`src/rtl/mem_arbiter_pkg.sv`:
```
// Shared definitions for the instruction/data BRAM arbiter: requester owner
// encoding, byte-enable constants and a small helper.
package mem_arbiter_pkg;

   typedef enum logic {
      OWN_IF = 1'b0,
      OWN_D  = 1'b1
   } owner_e;

   localparam logic [3:0] WE_NONE = 4'b0000;
   localparam logic [3:0] WE_WORD = 4'b1111;

   // A data access with no byte enables is a load and expects a response.
   function automatic logic is_read(input logic [3:0] we);
      return (we == WE_NONE);
   endfunction

endpackage

```
`src/rtl/mem_arbiter_resp_tag_pipe.sv`:
```
// Tracks outstanding memory accesses: one {valid, owner} tag per cycle of
// memory latency, so read data can be routed back to whoever issued it.
module resp_tag_pipe
   import mem_arbiter_pkg::*;
#(
   parameter int MEM_LAT = 1
) (
   input  logic   clk,
   input  logic   reset,
   input  logic   push_valid,
   input  owner_e push_owner,
   output logic   out_valid,
   output owner_e out_owner
);

   logic [MEM_LAT-1:0] valid_r;
   logic [MEM_LAT-1:0] owner_r;

   // Shift tags one stage per cycle; reset drops every in-flight read.
   always_ff @(posedge clk or negedge reset) begin
      if (!reset) begin
         valid_r <= '0;
         owner_r <= '0;
      end else begin
         valid_r[0] <= push_valid;
         owner_r[0] <= push_owner;
         for (int i = 1; i < MEM_LAT; i++) begin
            valid_r[i] <= valid_r[i-1];
            owner_r[i] <= owner_r[i-1];
         end
      end
   end

   assign out_valid = valid_r[MEM_LAT-1];
   assign out_owner = owner_e'(owner_r[MEM_LAT-1]);

endmodule

```
`src/rtl/mem_arbiter.sv`:
```
// Single-port BRAM arbiter between fetch and load/store: zero-cycle grants,
// data priority with a fetch starvation guard, in-order response routing.
module mem_arbiter
   import mem_arbiter_pkg::*;
#(
   parameter int XLEN       = 32,
   parameter int ADDR_W     = 14,
   parameter int MEM_LAT    = 1,
   parameter int STARVE_MAX = 3
) (
   input  logic              clk,
   input  logic              reset,
   input  logic              if_req,
   input  logic [XLEN-1:0]   if_addr,
   output logic              if_gnt,
   output logic              if_rvalid,
   output logic [XLEN-1:0]   if_rdata,
   input  logic              d_req,
   input  logic [3:0]        d_we,
   input  logic [XLEN-1:0]   d_addr,
   input  logic [XLEN-1:0]   d_wdata,
   output logic              d_gnt,
   output logic              d_rvalid,
   output logic [XLEN-1:0]   d_rdata,
   output logic              mem_en,
   output logic [3:0]        mem_we,
   output logic [ADDR_W-1:0] mem_addr,
   output logic [XLEN-1:0]   mem_wdata,
   input  logic [XLEN-1:0]   mem_rdata,
   output logic              if_stall,
   output logic [31:0]       stall_cnt
);

   localparam int SC_W = (STARVE_MAX < 1) ? 1 : $clog2(STARVE_MAX + 1);
   localparam logic [SC_W-1:0] STARVE_LIM = SC_W'(STARVE_MAX);
   localparam logic [SC_W-1:0] STARVE_ONE = SC_W'(1);

   logic [SC_W-1:0] starve_cnt_r;
   logic [31:0]     stall_cnt_r;
   logic            starve_hit_s;
   logic            if_gnt_s;
   logic            d_gnt_s;
   logic            push_valid_s;
   owner_e          push_owner_s;
   logic            tag_valid_s;
   owner_e          tag_owner_s;
   logic            unused_addr_s;

   // Data normally wins; fetch wins once it has lost STARVE_MAX times in a row.
   assign starve_hit_s = (starve_cnt_r == STARVE_LIM);
   assign d_gnt_s      = reset & d_req & ~(if_req & starve_hit_s);
   assign if_gnt_s     = reset & if_req & ~d_gnt_s;

   assign if_gnt   = if_gnt_s;
   assign d_gnt    = d_gnt_s;
   assign if_stall = if_req & ~if_gnt_s;
   assign stall_cnt = stall_cnt_r;

   // Drive the memory port from whichever requester holds the grant.
   always_comb begin
      mem_en    = if_gnt_s | d_gnt_s;
      mem_we    = WE_NONE;
      mem_addr  = '0;
      mem_wdata = '0;
      if (d_gnt_s) begin
         mem_we    = d_we;
         mem_addr  = d_addr[ADDR_W+1:2];
         mem_wdata = d_wdata;
      end else if (if_gnt_s) begin
         mem_addr  = if_addr[ADDR_W+1:2];
      end else begin
         mem_addr  = '0;
      end
   end

   assign unused_addr_s = ^{if_addr[XLEN-1:ADDR_W+2], if_addr[1:0],
                            d_addr[XLEN-1:ADDR_W+2], d_addr[1:0]};

   // Stores occupy the port but push an invalid tag: they never respond.
   assign push_valid_s = if_gnt_s | (d_gnt_s & is_read(d_we));
   assign push_owner_s = d_gnt_s ? OWN_D : OWN_IF;

   resp_tag_pipe #(
      .MEM_LAT (MEM_LAT)
   ) u_tag_pipe (
      .clk        (clk),
      .reset      (reset),
      .push_valid (push_valid_s),
      .push_owner (push_owner_s),
      .out_valid  (tag_valid_s),
      .out_owner  (tag_owner_s)
   );

   assign if_rvalid = tag_valid_s & (tag_owner_s == OWN_IF);
   assign d_rvalid  = tag_valid_s & (tag_owner_s == OWN_D);
   assign if_rdata  = if_rvalid ? mem_rdata : '0;
   assign d_rdata   = d_rvalid  ? mem_rdata : '0;

   // Count consecutive data wins over a waiting fetch; any fetch win or idle fetch clears it.
   always_ff @(posedge clk or negedge reset) begin
      if (!reset) begin
         starve_cnt_r <= '0;
      end else if (if_gnt_s || !if_req) begin
         starve_cnt_r <= '0;
      end else if (d_gnt_s && !starve_hit_s) begin
         starve_cnt_r <= starve_cnt_r + STARVE_ONE;
      end else begin
         starve_cnt_r <= starve_cnt_r;
      end
   end

   // Saturating count of fetch stall cycles.
   always_ff @(posedge clk or negedge reset) begin
      if (!reset) begin
         stall_cnt_r <= 32'h0000_0000;
      end else if (if_stall && (stall_cnt_r != 32'hFFFF_FFFF)) begin
         stall_cnt_r <= stall_cnt_r + 32'h0000_0001;
      end else begin
         stall_cnt_r <= stall_cnt_r;
      end
   end

endmodule

```
`config.mk`:
```
export PLATFORM = sky130hd
export DESIGN_NAME = mem_arbiter
export DESIGN_NICKNAME = d
export VERILOG_FILES = /design/src/rtl/mem_arbiter_pkg.sv /design/src/rtl/mem_arbiter_resp_tag_pipe.sv /design/src/rtl/mem_arbiter.sv
export SDC_FILE = /design/constraint.sdc
export NUM_CORES = 1
export LEC_CHECK = 0
export BUFFER_PORTS_ARGS = -buffer_cell sky130_fd_sc_hd__buf_2
export CAP_MARGIN = 10
export CORE_AREA = 2 2 113 115
export DETAILED_ROUTE_END_ITERATION = 8
export DIE_AREA = 0 0 115 117
export GPL_ROUTABILITY_DRIVEN = 0
export GPL_TIMING_DRIVEN = 0
export SYNTH_ARGS = -nofsm -noshare
export SYNTH_HDL_FRONTEND = slang
export SYNTH_SLANG_ARGS = --single-unit
```
`constraint.sdc`:
```
create_clock -name clk -period 2 [get_ports clk]
set_input_delay 0.1 -clock clk [delete_from_list [all_inputs] [get_ports clk]]
set_output_delay 0.1 -clock clk [all_outputs]
set_load 0.005 [all_outputs]
```
Word-level counts from Yosys, hierarchy flattened
Index checks and enable logic that the tools add are counted.

word-level totals
  word-level logic and storage cells = 39
  bits of input ports = 136
  bits in registers = 36
  output and inout port bits = 152

cells by class
  eq/ne operators = 2
  multiplexer cells = 9
  bitwise operators = 15
  reduce and logical (&&, ||, !) cells = 7
  add/subtract/negate cells = 2

operator list
  cell                                                             count
  32-bit two-way mux                                               3
  32-bit by 1-bit adder with 32-bit output, second input constant  1
  32-bit != test, second input constant                            1
  14-bit two-way mux                                               2
  1-bit bitwise AND                                                9
  4-bit logical NOT                                                1
  2-bit two-way mux                                                2
  4-bit two-way mux                                                1
  1-bit NOT                                                        4
  2-bit by 1-bit adder with 2-bit output, second input constant    1
  2-bit == test, second input constant                             1
  1-bit logical AND                                                2
  1-bit logical NOT                                                2
  1-bit OR                                                         2
  2-bit nonzero test                                               1
  1-bit logical OR                                                 1
  1-bit two-way mux                                                1

Depth between registers and ports, before layout
Gate-level depths: netlist of run 1.

  depth after elaboration = 9
  mapped depth = 7

By module
A second synthesis of run 1 with hierarchy kept.

unflattened totals
  cell total of the unflattened synthesis = 311
  area total of the unflattened synthesis = 2623.8 um^2

modules (own cells, without submodules)
  module         times used  area each (um^2)  cells an instance  sequential area each (um^2)
  mem_arbiter    1           2573.7            309                850.8
  resp_tag_pipe  1           50.0              2                  50.0

Least setup slack after synthesis of run 1
No wires, ideal clock.

  kind = reg2reg
  from = register stall_cnt_r[0], in the netlist stall_cnt[0]
  to = register stall_cnt_r[10], in the netlist stall_cnt[10]
  data required time = 1.876 ns
  setup slack = 0.112 ns
  arrival time = 1.764 ns
  library setup time = 0.124 ns
  stages on the path, launching flop included = 8
  cell sequence = dfrtp_1 ha_1 and3_1 and3b_1 and3_1 buf_2 or3_1 xnor2_1

on the way
  longest elaborated chain between the ends = 2
  elaborated cells between the ends (all ways) = 3
  those cells by class = add/sub (1); eq/ne (1); reduce/logical (1)

ends and longest elaborated chain
  item                                                                                              RTL line            source
  from (decl)                                                                                       mem_arbiter.sv:39   logic [31:0] stall_cnt_r;
  from (signal assigned)                                                                            mem_arbiter.sv:117  stall_cnt_r <= stall_cnt_r + 32'h0000_0001;
  from (signal assigned)                                                                            mem_arbiter.sv:119  stall_cnt_r <= stall_cnt_r;
  parallel branches: the longest is 2 deep, another holds 32-bit by 1-bit adder with 32-bit output  n/a

Parallel ways; which one is timed is not known.
A chain may end at the register's enable or synchronous reset.

Worst setup path after layout of run 1
  from = register stall_cnt_r[1], in the netlist stall_cnt[1]
  to = register stall_cnt_r[10], in the netlist stall_cnt[10]

Same word-level chain as after synthesis.

==> results of run 1 <==
## cells in the mapped netlist, drive strengths merged, types with 2 or more instances
cell type and n:
ha 2, inv 8, nand3 7, dfrtp 36
and3 37, clkbuf 14, or3 2, nor2b 2
nor2 11, a22o 14, and2 69, xnor2 13
nor4b 2, nor3b 3, nand2 14, nand4 13
xor2 18, nor3 9, buf 4, nor4 5
## final cells by class
class                           instances  area share (%)
Buffer                                 18            2.15
Clock buffer                            6            3.09
Clock inverter                          2           0.307
Inverter                                8           0.753
Multi-Input combinational cell        234            39.1
Sequential cell                        36            20.1
Tap cell                              150            4.18
Timing Repair Buffer                  261            30.3
## flip-flops by register name (all words and copies together), names as in the netlist
name and flops:
stall_cnt 32, starve_cnt_r 2, u_tag_pipe.out_owner 1, u_tag_pipe.out_valid 1
## power breakdown
part | leakage, nW | switching, W | internal [W]
combinational | 2.15 | 0.000272 | 0.000322
clock | 0.0772 | 0.000310 | 0.000498
sequential | 0.483 | 0.0000953 | 0.000798
## worst register-to-register path: cells and delay by family, from the launching register on
family,cells,cell delay (ns)
simple gates,4,0.94
xor+xnor,1,0.13
flops,1,0.42
buf+inv,1,0.15
fa+ha+maj,1,0.20
## per-layer routing
| layer | vias up | global-route usage (%) | share of wire (%) |
|---|---|---|---|
| met3 | 2 | 1.96 | 6.0 |
| met2 | 123 | 23.8 | 50 |
| met4 | 0 | 1.69 | 0.075 |
| met1 | 1522 | 19.2 | 44 |
| met5 | - | 0 | 0 |
| li1 | 1557 | - | - |
## what timing repair did
action	in CTS	in global routing
buffers inserted	5	3
hold endpoints to repair	36	0
setup endpoints to repair	72	32
gates resized for setup	9	22
hold buffers	2	0
pin swaps	2	3
## worst max-delay path by stage
stage                        startpoint                         to  slack [ns]  cells after the start
2_1_floorplan  stall_cnt[0]$_DFFE_PN0P_  stall_cnt[10]$_DFFE_PN0P_        0.11                      7
3_3_place_gp                      reset                mem_addr[8]       -0.69                      6
3_5_place_dp                      reset                mem_addr[9]       -0.77                      6
4_1_cts        stall_cnt[1]$_DFFE_PN0P_  stall_cnt[10]$_DFFE_PN0P_       0.008                      7
5_1_grt        stall_cnt[1]$_DFFE_PN0P_  stall_cnt[22]$_DFFE_PN0P_      -0.008                      7
6_report       stall_cnt[1]$_DFFE_PN0P_  stall_cnt[10]$_DFFE_PN0P_        0.06                      7
## through the flow
step | instance area (sq um) | power (W) | hold WS, ns
finish | 4490 | 0.00230 | 0.165
detailed placement | 4110 | 0.00144 | 0.282
floorplan | 2670 | 0.00112 | -0.196
global route | 4490 | 0.00244 | 0.182
global placement | 4110 | 0.00143 | 0.264
CTS | 4380 | 0.00231 | 0.152
## logic make-up (layout without fill, tap and decap cells)
logic type | after synthesis | after routing | share of synthesized area [%]
fa+ha+maj | 2 | 2 | 0.938
simple gates | 177 | 177 | 42.6
mux | 2 | 2 | 0.797
flops | 36 | 36 | 33.8
compound gates | 22 | 22 | 7.60
buf+inv | 26 | 295 | 4.08
xor+xnor | 31 | 31 | 10.2
==> reports/qor.yml, run 1 <==
nets: 702
core_area_sq_um: 12300
clk_pin_slew_ns: 0.06
hold-path-cell-count: 3
rr_startpoint: "stall_cnt[1]$_DFFE_PN0P_"
seq_area_sq_um: 901
tritoncts: "built"
synth.avg_cell_area_sq_um: 9.01
row_count: 41
syn-num-nets: 434
ctsRootBufferMaster: "clkbuf_16"
via_count: 3204
min_from: "d_we[2]"
synthArstFlopShare_pct: 100
pre_cts_ws_ns: -0.771
yosysTopAreaCell: "dfrtp_1"
ys_types: 42
vias_per_cell: 4.48
crit_type: "flop to flop"
setup_viol: 0
relSlewSlack_pct: 66.3
syn_area_sq_um: 2670
diodes: 0
period_needed_ns: 1.94
crit_path_end_kind: "flop"
drive_gt1_share_pct: 54.0
critPathArrivalTime_ns: 2.10
final_cell_mix: "251 x buf_2, 69 x and2_1, 36 x dfrtp_1, 35 x and3_1, 18 x xor2_1"
netlist_instances: 296
crit_family: "simple AND/OR/NAND/NOR gates"
cts_max_level: 2
synth.top_cell.area_share_pct: 33.8
r2r_slack_ns: 0.06
cts-buffers-inserted: 5
fin_skew_ns: 0.00475
status: "complete, no violations"
grt_max_degree: 37
io_pins: 288
max_freq_mhz: 515
crit_buf_inv: 1
fillers: 1259
antenna_found_initial: 0
worst_slew_pin_slew_ns: 0.502
layout_commonest_cell: "buf_2"
numPortBuffers: 251
grt_pass1_wl_um: 14900
yosys_register_bits: 36
final_cells: 715
ir_worst_vdd_uv: 422
post-route-period-util_pct: 97.1
multi_input_area_sq_um: 1760
clock-sinks: 36
ys_warn_count: 0
cp_cell_sequence: "ha_2, and3_4, and3b_2, and3_1, buf_6, or3_1, xnor2_1"
start_kind: "flop"
area_delta_synth_final_pct: 68.2
first_pass_iters: 4
synth_edf_count: 0
wirelength_um: 10600
hpwl_um: 8670
p_leak_nw: 2.71
ys_top_cells_by_area: "dfrtp_1 34%, and2_1 16%, and3_1 8.4%"
grt_util_all_layers_pct: 13.9
fin_setup_tns_ns: 0
drcViolationCount: 0
insertion_delay_ns: 0.28
hold_path_class: "input port to flop"
critPathSlowestCell: "dfrtp_1"
die_area_sq_um: 13500
drv_cap: 0
die_h_um: 117
cts_buffer_depth: 2
overflow: 0
yosysSeqAreaShare_pct: 33.8
holdPathEnd: "u_tag_pipe.out_valid$_DFF_PN0_"
powerDensity_nw_per_um2: 511
grt_pass1_vias: 2823
dp_cells: 697
final_util_pct: 36.5
die_w_um: 115
synth_ff_type: "dfrtp_1"
slew_viol_final: 0
wl_per_cell_um: 14.9
cp_data_required_time_ns: 2.16
hold_viol: 0
ant_nets: 0
start_util_pct: 21.7
reg2reg_to: "stall_cnt[10]$_DFFE_PN0P_"
cp_max_fo: 10
r2r_cells: 7
fin_ws_ns: 0.0571
critPathMaxStageDelay_ns: 0.42
drtIter0Drc: 109
Power figures use the tool's default switching activity.
==> inputs of run 2 (changes only) <==
CORE_AREA = 2 2 112 114   (was 2 2 113 115)
CTS_CLUSTER_SIZE = 30   (was unset)
DIE_AREA = 0 0 114 116   (was 0 0 115 117)
SYNTH_HIERARCHICAL = 1   (was unset)
==> run 2 against run 1 <==
Against the previous run: fmax decreased by 1.9%; core utilization increased by 1.1 points; global-route usage increased by 1.3 points; sequential cell count unchanged; synthesized area decreased by 1.6%; worst setup slack got worse by 0.039 ns; worst hold slack got worse by 0.0043 ns; via count increased by 5.7%; critical path type unchanged; critical endpoint is now stall_cnt[18]$_DFFE_PN0P_; highest routed layer unchanged.
==> reports/qor.yml, run 2 <==
hold_viol: 0  # unchanged
cp_data_required_time_ns: 2.17  # was 2.16 ns
status: "complete, no violations"  # unchanged
tritoncts: "built"  # unchanged
ys_types: 35  # was 42
die_w_um: 114  # was 115 um
wl_per_cell_um: 15.7  # was 14.9 um
powerDensity_nw_per_um2: 556  # was 511 nW/um^2
clk_pin_slew_ns: 0.06  # about the same
multi_input_area_sq_um: 1790  # was 1760 sq um
ys_top_cells_by_area: "dfrtp_1 34%, and2_1 17%, and3_1 8.8%"  # was dfrtp_1 34%, and2_1 16%, and3_1 8.4%
diodes: 0  # unchanged
start_util_pct: 22.0  # was 21.7%
placed_cell_area_sq_um: 4060  # was 4110 sq um
row_count: 40  # was 41
grtUsageMet1_pct: 19.3  # was 19.2%
numPortBuffers: 251  # unchanged
fin_skew_ns: 0.00325  # was 0.00475 ns
max_freq_mhz: 505  # was 515 MHz
io_pins: 288  # unchanged
r2r_cells: 6  # was 7
fillers: 1250  # was 1,259
nets: 716  # was 702
antenna_found_initial: 0  # unchanged
synth_edf_count: 0  # unchanged
synth.avg_cell_area_sq_um: 8.44  # was 9.01 sq um
top_usage_layer: "met2"  # unchanged
r2r_slack_ns: 0.02  # was 0.06 ns
synthArstFlopShare_pct: 100  # unchanged
final_cell_mix: "251 x buf_2, 72 x and2_1, 36 x and3_1, 35 x dfrtp_1, 18 x nand2_1"  # was 251 x buf_2, 69 x and2_1, 36 x dfrtp_1, 35 x and3_1, 18 x xor2_1
syn-num-nets: 449  # was 434
post-route-period-util_pct: 99.1  # was 97.1%
design_area_sq_um: 4470  # was 4490 sq um
synth_most_common_cell: "and2_1"  # unchanged
synth_common_cells: "72 x and2_1, 37 x and3_1, 36 x dfrtp_1"  # was 69 x and2_1, 36 x and3_1, 36 x dfrtp_1
start_kind: "flop"  # unchanged
met3_usage_pct: 2.82  # was 1.96%
area_delta_synth_final_pct: 70.5  # was 68.2%
layout_commonest_cell: "buf_2"  # unchanged
pre_cts_ws_ns: -0.985  # was -0.771 ns
cts_buffer_depth: 2  # unchanged
ys_warn_count: 6  # was 0
drv_cap: 0  # unchanged
drtIter0Drc: 158  # was 109
period_needed_ns: 1.98  # was 1.94 ns
final_util_pct: 37.6  # was 36.5%
setup_viol: 0  # unchanged
grtUsageMet2_pct: 25.6  # was 23.8%
fin_setup_tns_ns: 0  # unchanged
grt_max_degree: 37  # unchanged
grt_pass1_wl_um: 16000  # was 14,900 um
ctsRootBufferMaster: "clkbuf_16"  # unchanged
worst_slew_pin_slew_ns: 0.466  # was 0.502 ns
syn_area_sq_um: 2620  # was 2670 sq um
relSlewSlack_pct: 68.8  # was 66.3%
grt_pass1_vias: 3125  # was 2,823
overflow: 0  # unchanged
largest_reg_flops: 32  # unchanged
ant_nets: 0  # unchanged
fin_ws_ns: 0.0186  # was 0.0571 ns
yosysTopAreaCell: "dfrtp_1"  # unchanged
power.total_w: 0.00249  # was 0.00230 W
yosys_register_bits: 36  # unchanged
rsz0062_at_grt: "true"
via_count: 3386  # was 3,204
synth.top_cell.area_share_pct: 34.3  # was 33.8%
first_pass_iters: 4  # unchanged
clock-sinks: 36  # unchanged
cts-buffers-inserted: 5  # unchanged
seq_area_sq_um: 902  # was 901 sq um
wirelength_um: 11400  # was 10,600 um
vias_per_cell: 4.66  # was 4.48
crit_type: "flop to flop"  # unchanged
yosysSeqAreaShare_pct: 34.3  # was 33.8%
ir_worst_vdd_uv: 578  # was 422 uV
p_leak_nw: 2.68  # was 2.71 nW
core_area_sq_um: 11900  # was 12,300 sq um
cp_max_fo: 5  # was 10
die_area_sq_um: 13200  # was 13,500 sq um
netlist_instances: 311  # was 296
endpoint: "stall_cnt[18]$_DFFE_PN0P_"  # was stall_cnt[10]$_DFFE_PN0P_
cts_max_level: 2  # unchanged
insertion_delay_ns: 0.28  # about the same
hold_path_class: "input port to flop"  # unchanged
drive_gt1_share_pct: 51.5  # was 54.0%
reg2reg_to: "stall_cnt[18]$_DFFE_PN0P_"  # was stall_cnt[10]$_DFFE_PN0P_
synth_ff_type: "dfrtp_1"  # unchanged
crit_path_end_kind: "flop"  # unchanged
crit_path_start: "starve_cnt_r[1]$_DFFE_PN0P_"  # was stall_cnt[1]$_DFFE_PN0P_
grt_util_all_layers_pct: 15.2  # was 13.9%
hpwl_um: 9200  # was 8670 um
critPathArrivalTime_ns: 2.15  # was 2.10 ns
slew_viol_final: 0  # unchanged
drcViolationCount: 0  # unchanged
die_h_um: 116  # was 117 um
rr_startpoint: "starve_cnt_r[1]$_DFFE_PN0P_"  # was stall_cnt[1]$_DFFE_PN0P_
==> run 2: changes by cell type after synthesis, sizes merged, moves of 4 or more <==
cell   delta
a21oi     +9
a31oi     +4
inv       -5
nand2     +4
nand3     +6
nand4     -5
nor2      +6
xnor2     -7
==> run 2: cell families (layout without fill, tap and decap cells) <==
kind of cell | after synthesis | count (layout) | synth area share [%]
AO/OA/AOI/OAI | 40 | 40 | 11.9
XOR/XNOR | 21 | 21 | 7.01
adder cells (fa/ha/maj) | 2 | 2 | 0.954
buffers and inverters | 20 | 288 | 2.91
flip-flops | 36 | 36 | 34.3
multiplexers | 4 | 4 | 1.67
AND/OR/NAND/NOR | 188 | 188 | 41.2
==> run 2: per-stage QoR <==
step / hold slack (ns) / instances
6_report: 0.161 / 726
5_1_grt: 0.171 / 726
4_1_cts: 0.163 / 725
3_5_place_dp: 0.250 / 709
3_3_place_gp: 0.250 / 709
2_1_floorplan: -0.196 / 311
==> run 2: final cells by class <==
class / instances / area share (%)
clock inverters: 2 / 0.783
flip-flops and latches: 36 / 20.2
multi-input cells: 255 / 40.0
clock buffers: 6 / 2.88
repair buffers: 262 / 30.4
inverters: 3 / 0.252
plain buffers: 15 / 1.37
well taps: 147 / 4.11
==> run 2: how the worst min path moves through the flow <==
stage	startpoint	to	slack [ns]	cells past startpoint
final	d_we[2]	u_tag_pipe/out_valid$_DFF_PN0_	0.16	3
after global routing	d_we[2]	u_tag_pipe/out_valid$_DFF_PN0_	0.17	3
after detailed placement	reset	stall_cnt[16]$_DFFE_PN0P_	0.25	1
after global placement	reset	stall_cnt[16]$_DFFE_PN0P_	0.25	1
after floorplan	reset	stall_cnt[0]$_DFFE_PN0P_	-0.20	0
after CTS	d_we[3]	u_tag_pipe/out_valid$_DFF_PN0_	0.16	3
==> run 2: report_power, final <==
group	total (W)	switching (W)	internal [W]
clock network	0.000886	0.000300	0.000586
registers	0.000934	0.000129	0.000805
logic	0.000669	0.000330	0.000339
==> run 2: worst max-delay path, cell delays in order (launching register included) <==
cell and delay (ns):
dfrtp_1 0.39, ha_2 0.20, nand2b_4 0.18, a2111o_1 0.52
a211oi_4 0.29, nand4_1 0.14, xnor2_1 0.15
==> run 2: timing repair <==
action | in CTS | in global routing
endpoints found under the hold margin | 36 | 0
setup buffers | 7 | 2
gates resized for setup | 23 | 11
setup endpoints to repair | 76 | 26
hold buffers | 2 | 0
pin swaps | 5 | 7
==> run 2: layer usage <==
metal  up-vias  share of wire, %
met5         -                 0
met3        16               7.5
li1       1635                 -
met2       154                50
met1      1581                40
met4         0               2.4
==> inputs of run 3 (changes only) <==
CORE_AREA = 2 2 113 115   (was 2 2 112 114)
DIE_AREA = 0 0 115 117   (was 0 0 114 116)
==> run 3 against run 2 <==
Against the previous run: the flow now finishes with violations (setup timing); worst setup slack got worse by 0.037 ns; non-clock buffer count increased by 1; wire length increased by 3.3%; critical path depth unchanged; final cell count increased by 0.55%; combinational power increased by 8.8%; via count increased by 2.3%; first-iteration DRC count increased by 27%; global-route usage decreased by 0.20 points; power increased by 3.1%; clock power increased by 1%; count of clock-buffer cells in the layout decreased by 1; largest cell class unchanged.
==> reports/qor.yml, run 3 (synthesis results as in run 2) <==
status: "finished, violations left"  # was complete, no violations
violations: "setup timing"
rr_startpoint: "starve_cnt_r[0]$_DFFE_PN0P_"  # was starve_cnt_r[1]$_DFFE_PN0P_
rsz0062_at_grt: "true"  # unchanged
holdPathEnd: "u_tag_pipe/out_valid$_DFF_PN0_"  # unchanged
final_util_pct: 36.7  # was 37.6%
insertion_delay_ns: 0.28  # about the same
cp_max_fo: 5  # unchanged
clk_pin_slew_ns: 0.06  # about the same
io_pins: 288  # unchanged
setup_viol: 1  # was 0
hold_path_class: "input port to flop"  # unchanged
slew_viol_final: 0  # unchanged
dp_cells: 712  # was 709
max_freq_mhz: 495  # was 505 MHz
die_area_sq_um: 13500  # was 13,200 sq um
fin_skew_ns: 0.00311  # was 0.00325 ns
period_needed_ns: 2.02  # was 1.98 ns
overflow: 0  # unchanged
diodes: 0  # unchanged
wl_per_cell_um: 16.1  # was 15.7 um
layout_commonest_cell: "buf_2"  # unchanged
start_kind: "flop"  # unchanged
largest_reg_flops: 32  # unchanged
via_count: 3464  # was 3,386
cts_max_level: 2  # unchanged
core_area_sq_um: 12300  # was 11,900 sq um
start_util_pct: 21.3  # was 22.0%
ir_worst_vdd_uv: 630  # was 578 uV
numPortBuffers: 251  # unchanged
critPathMaxStageDelay_ns: 0.50  # was 0.52 ns
hold-path-cell-count: 3  # unchanged
hold_viol: 0  # unchanged
crit_buf_inv: 0  # unchanged
cp_data_required_time_ns: 2.16  # was 2.17 ns
whs_ns: 0.179  # was 0.161 ns
cp_cell_sequence: "ha_4, nand2b_4, a2111o_1, a211oi_4, nand4_1, xnor2_1"  # was ha_2, nand2b_4, a2111o_1, a211oi_4, nand4_1, xnor2_1
first_pass_iters: 4  # unchanged
post-route-period-util_pct: 101  # was 99.1%
r2r_cells: 6  # unchanged
seq_area_sq_um: 903  # was 902 sq um
fillers: 1270  # was 1,250
drv_cap: 0  # unchanged
cts_buffer_depth: 2  # unchanged
final_cell_mix: "251 x buf_2, 72 x and2_1, 37 x and3_1, 34 x dfrtp_1, 18 x nand2_1"  # was 251 x buf_2, 72 x and2_1, 36 x and3_1, 35 x dfrtp_1, 18 x nand2_1
nets: 717  # was 716
crit_path_end_kind: "flop"  # unchanged
crit_type: "flop to flop"  # unchanged
powerDensity_nw_per_um2: 568  # was 556 nW/um^2
die_w_um: 115  # was 114 um
reg2reg_to: "stall_cnt[18]$_DFFE_PN0P_"  # unchanged
crit_family: "compound AO/OA/AOI/OAI gates"  # unchanged
tritoncts: "built"  # unchanged
vias_per_cell: 4.75  # was 4.66
multi_input_area_sq_um: 1820  # was 1790 sq um
ctsRootBufferMaster: "clkbuf_16"  # unchanged
critPathSlowestCell: "a2111o_1"  # unchanged
critPathArrivalTime_ns: 2.18  # was 2.15 ns
cts-buffers-inserted: 5  # unchanged
antenna_found_initial: 0  # unchanged
p_leak_nw: 2.69  # was 2.68 nW
drive_gt1_share_pct: 51.7  # was 51.5%
final_cells: 730  # was 726
fin_ws_ns: -0.0183  # was 0.0186 ns
drcViolationCount: 0  # unchanged
grt_util_all_layers_pct: 15.0  # was 15.2%
wirelength_um: 11800  # was 11,400 um
clock-sinks: 36  # unchanged
hpwl_um: 9490  # was 9200 um
row_count: 41  # was 40
r2r_slack_ns: -0.02  # was 0.02 ns
die_h_um: 117  # was 116 um
grt_pass1_wl_um: 15500  # was 16,000 um
min_from: "d_we[1]"  # was d_we[2]
grt_pass1_vias: 2924  # was 3,125
area_delta_synth_final_pct: 72.2  # was 70.5%
grt_max_degree: 37  # unchanged
ant_nets: 0  # unchanged
drtIter0Drc: 201  # was 158
worst_slew_pin_slew_ns: 0.432  # was 0.466 ns
relSlewSlack_pct: 71.1  # was 68.8%
[run 3: cell types whose count changed in the layout (fill, tap and decap cells not counted), sizes merged]
cell	before	now
clkinvlp	0	1
[run 3: layout make-up]
class | instances | area share [%]
clock buffers | 5 | 2.77
repair buffers | 262 | 30.2
well taps | 150 | 4.16
flip-flops and latches | 36 | 20.0
inverters | 3 | 0.249
plain buffers | 16 | 1.47
clock inverters | 3 | 0.942
multi-input cells | 255 | 40.2
[run 3: through the flow]
step / area (sq um) / TNS, ns / setup slack, ns / total power, W
global placement: 4070 / -36.76 / -0.893 / 0.00153
detailed placement: 4070 / -41.63 / -0.975 / 0.00154
global route: 4520 / -0.345 / -0.101 / 0.00272
floorplan: 2620 / 0 / 0.0177 / 0.00118
finish: 4520 / -0.0183 / -0.0183 / 0.00257
CTS: 4420 / -0.0453 / -0.0381 / 0.00251
[run 3: worst register-to-register path: cells and delay by family, from the launching register on]
| kind | cells | cell delay (ns) |
|---|---|---|
| and+or+nand+nor | 2 | 0.34 |
| DFF | 1 | 0.41 |
| AOI/OAI and AO/OA | 2 | 0.83 |
| adders and majority gates | 1 | 0.19 |
| xor gates and xnor gates | 1 | 0.15 |
[run 3: what timing repair did]
| item | in CTS | in global routing |
|---|---|---|
| setup endpoints to repair | 107 | 39 |
| hold buffers | 2 | 0 |
| buffers inserted | 6 | 3 |
| resized for setup | 24 | 16 |
| hold endpoints to repair | 36 | 0 |
| pin swaps | 4 | 9 |
[run 3: report_power, final]
| group | leakage [nW] | switching (W) | internal, W |
|---|---|---|---|
| sequential | 0.472 | 0.000135 | 0.000807 |
| clock | 0.0798 | 0.000311 | 0.000585 |
| combinational | 2.14 | 0.000357 | 0.000371 |
[run 3: how the worst max path moves through the flow]
stage,start,end,cells past startpoint
2_1_floorplan,starve_cnt_r[0]$_DFFE_PN0P_,stall_cnt[18]$_DFFE_PN0P_,6
3_3_place_gp,reset,mem_addr[12],8
3_5_place_dp,reset,mem_addr[12],8
4_1_cts,stall_cnt[12]$_DFFE_PN0P_,stall_cnt[5]$_DFFE_PN0P_,6
5_1_grt,starve_cnt_r[0]$_DFFE_PN0P_,stall_cnt[18]$_DFFE_PN0P_,6
6_report,starve_cnt_r[0]$_DFFE_PN0P_,stall_cnt[18]$_DFFE_PN0P_,6
[run 3: routing by layer]
metal  part of all wire [%]  GRT usage [%]  up-vias
met2                     48           24.2      168
met1                     42           20.5     1640
met3                    8.2           2.88       15
li1                       -              -     1641
met4                    1.9           4.26        0
met5                      0              0        -
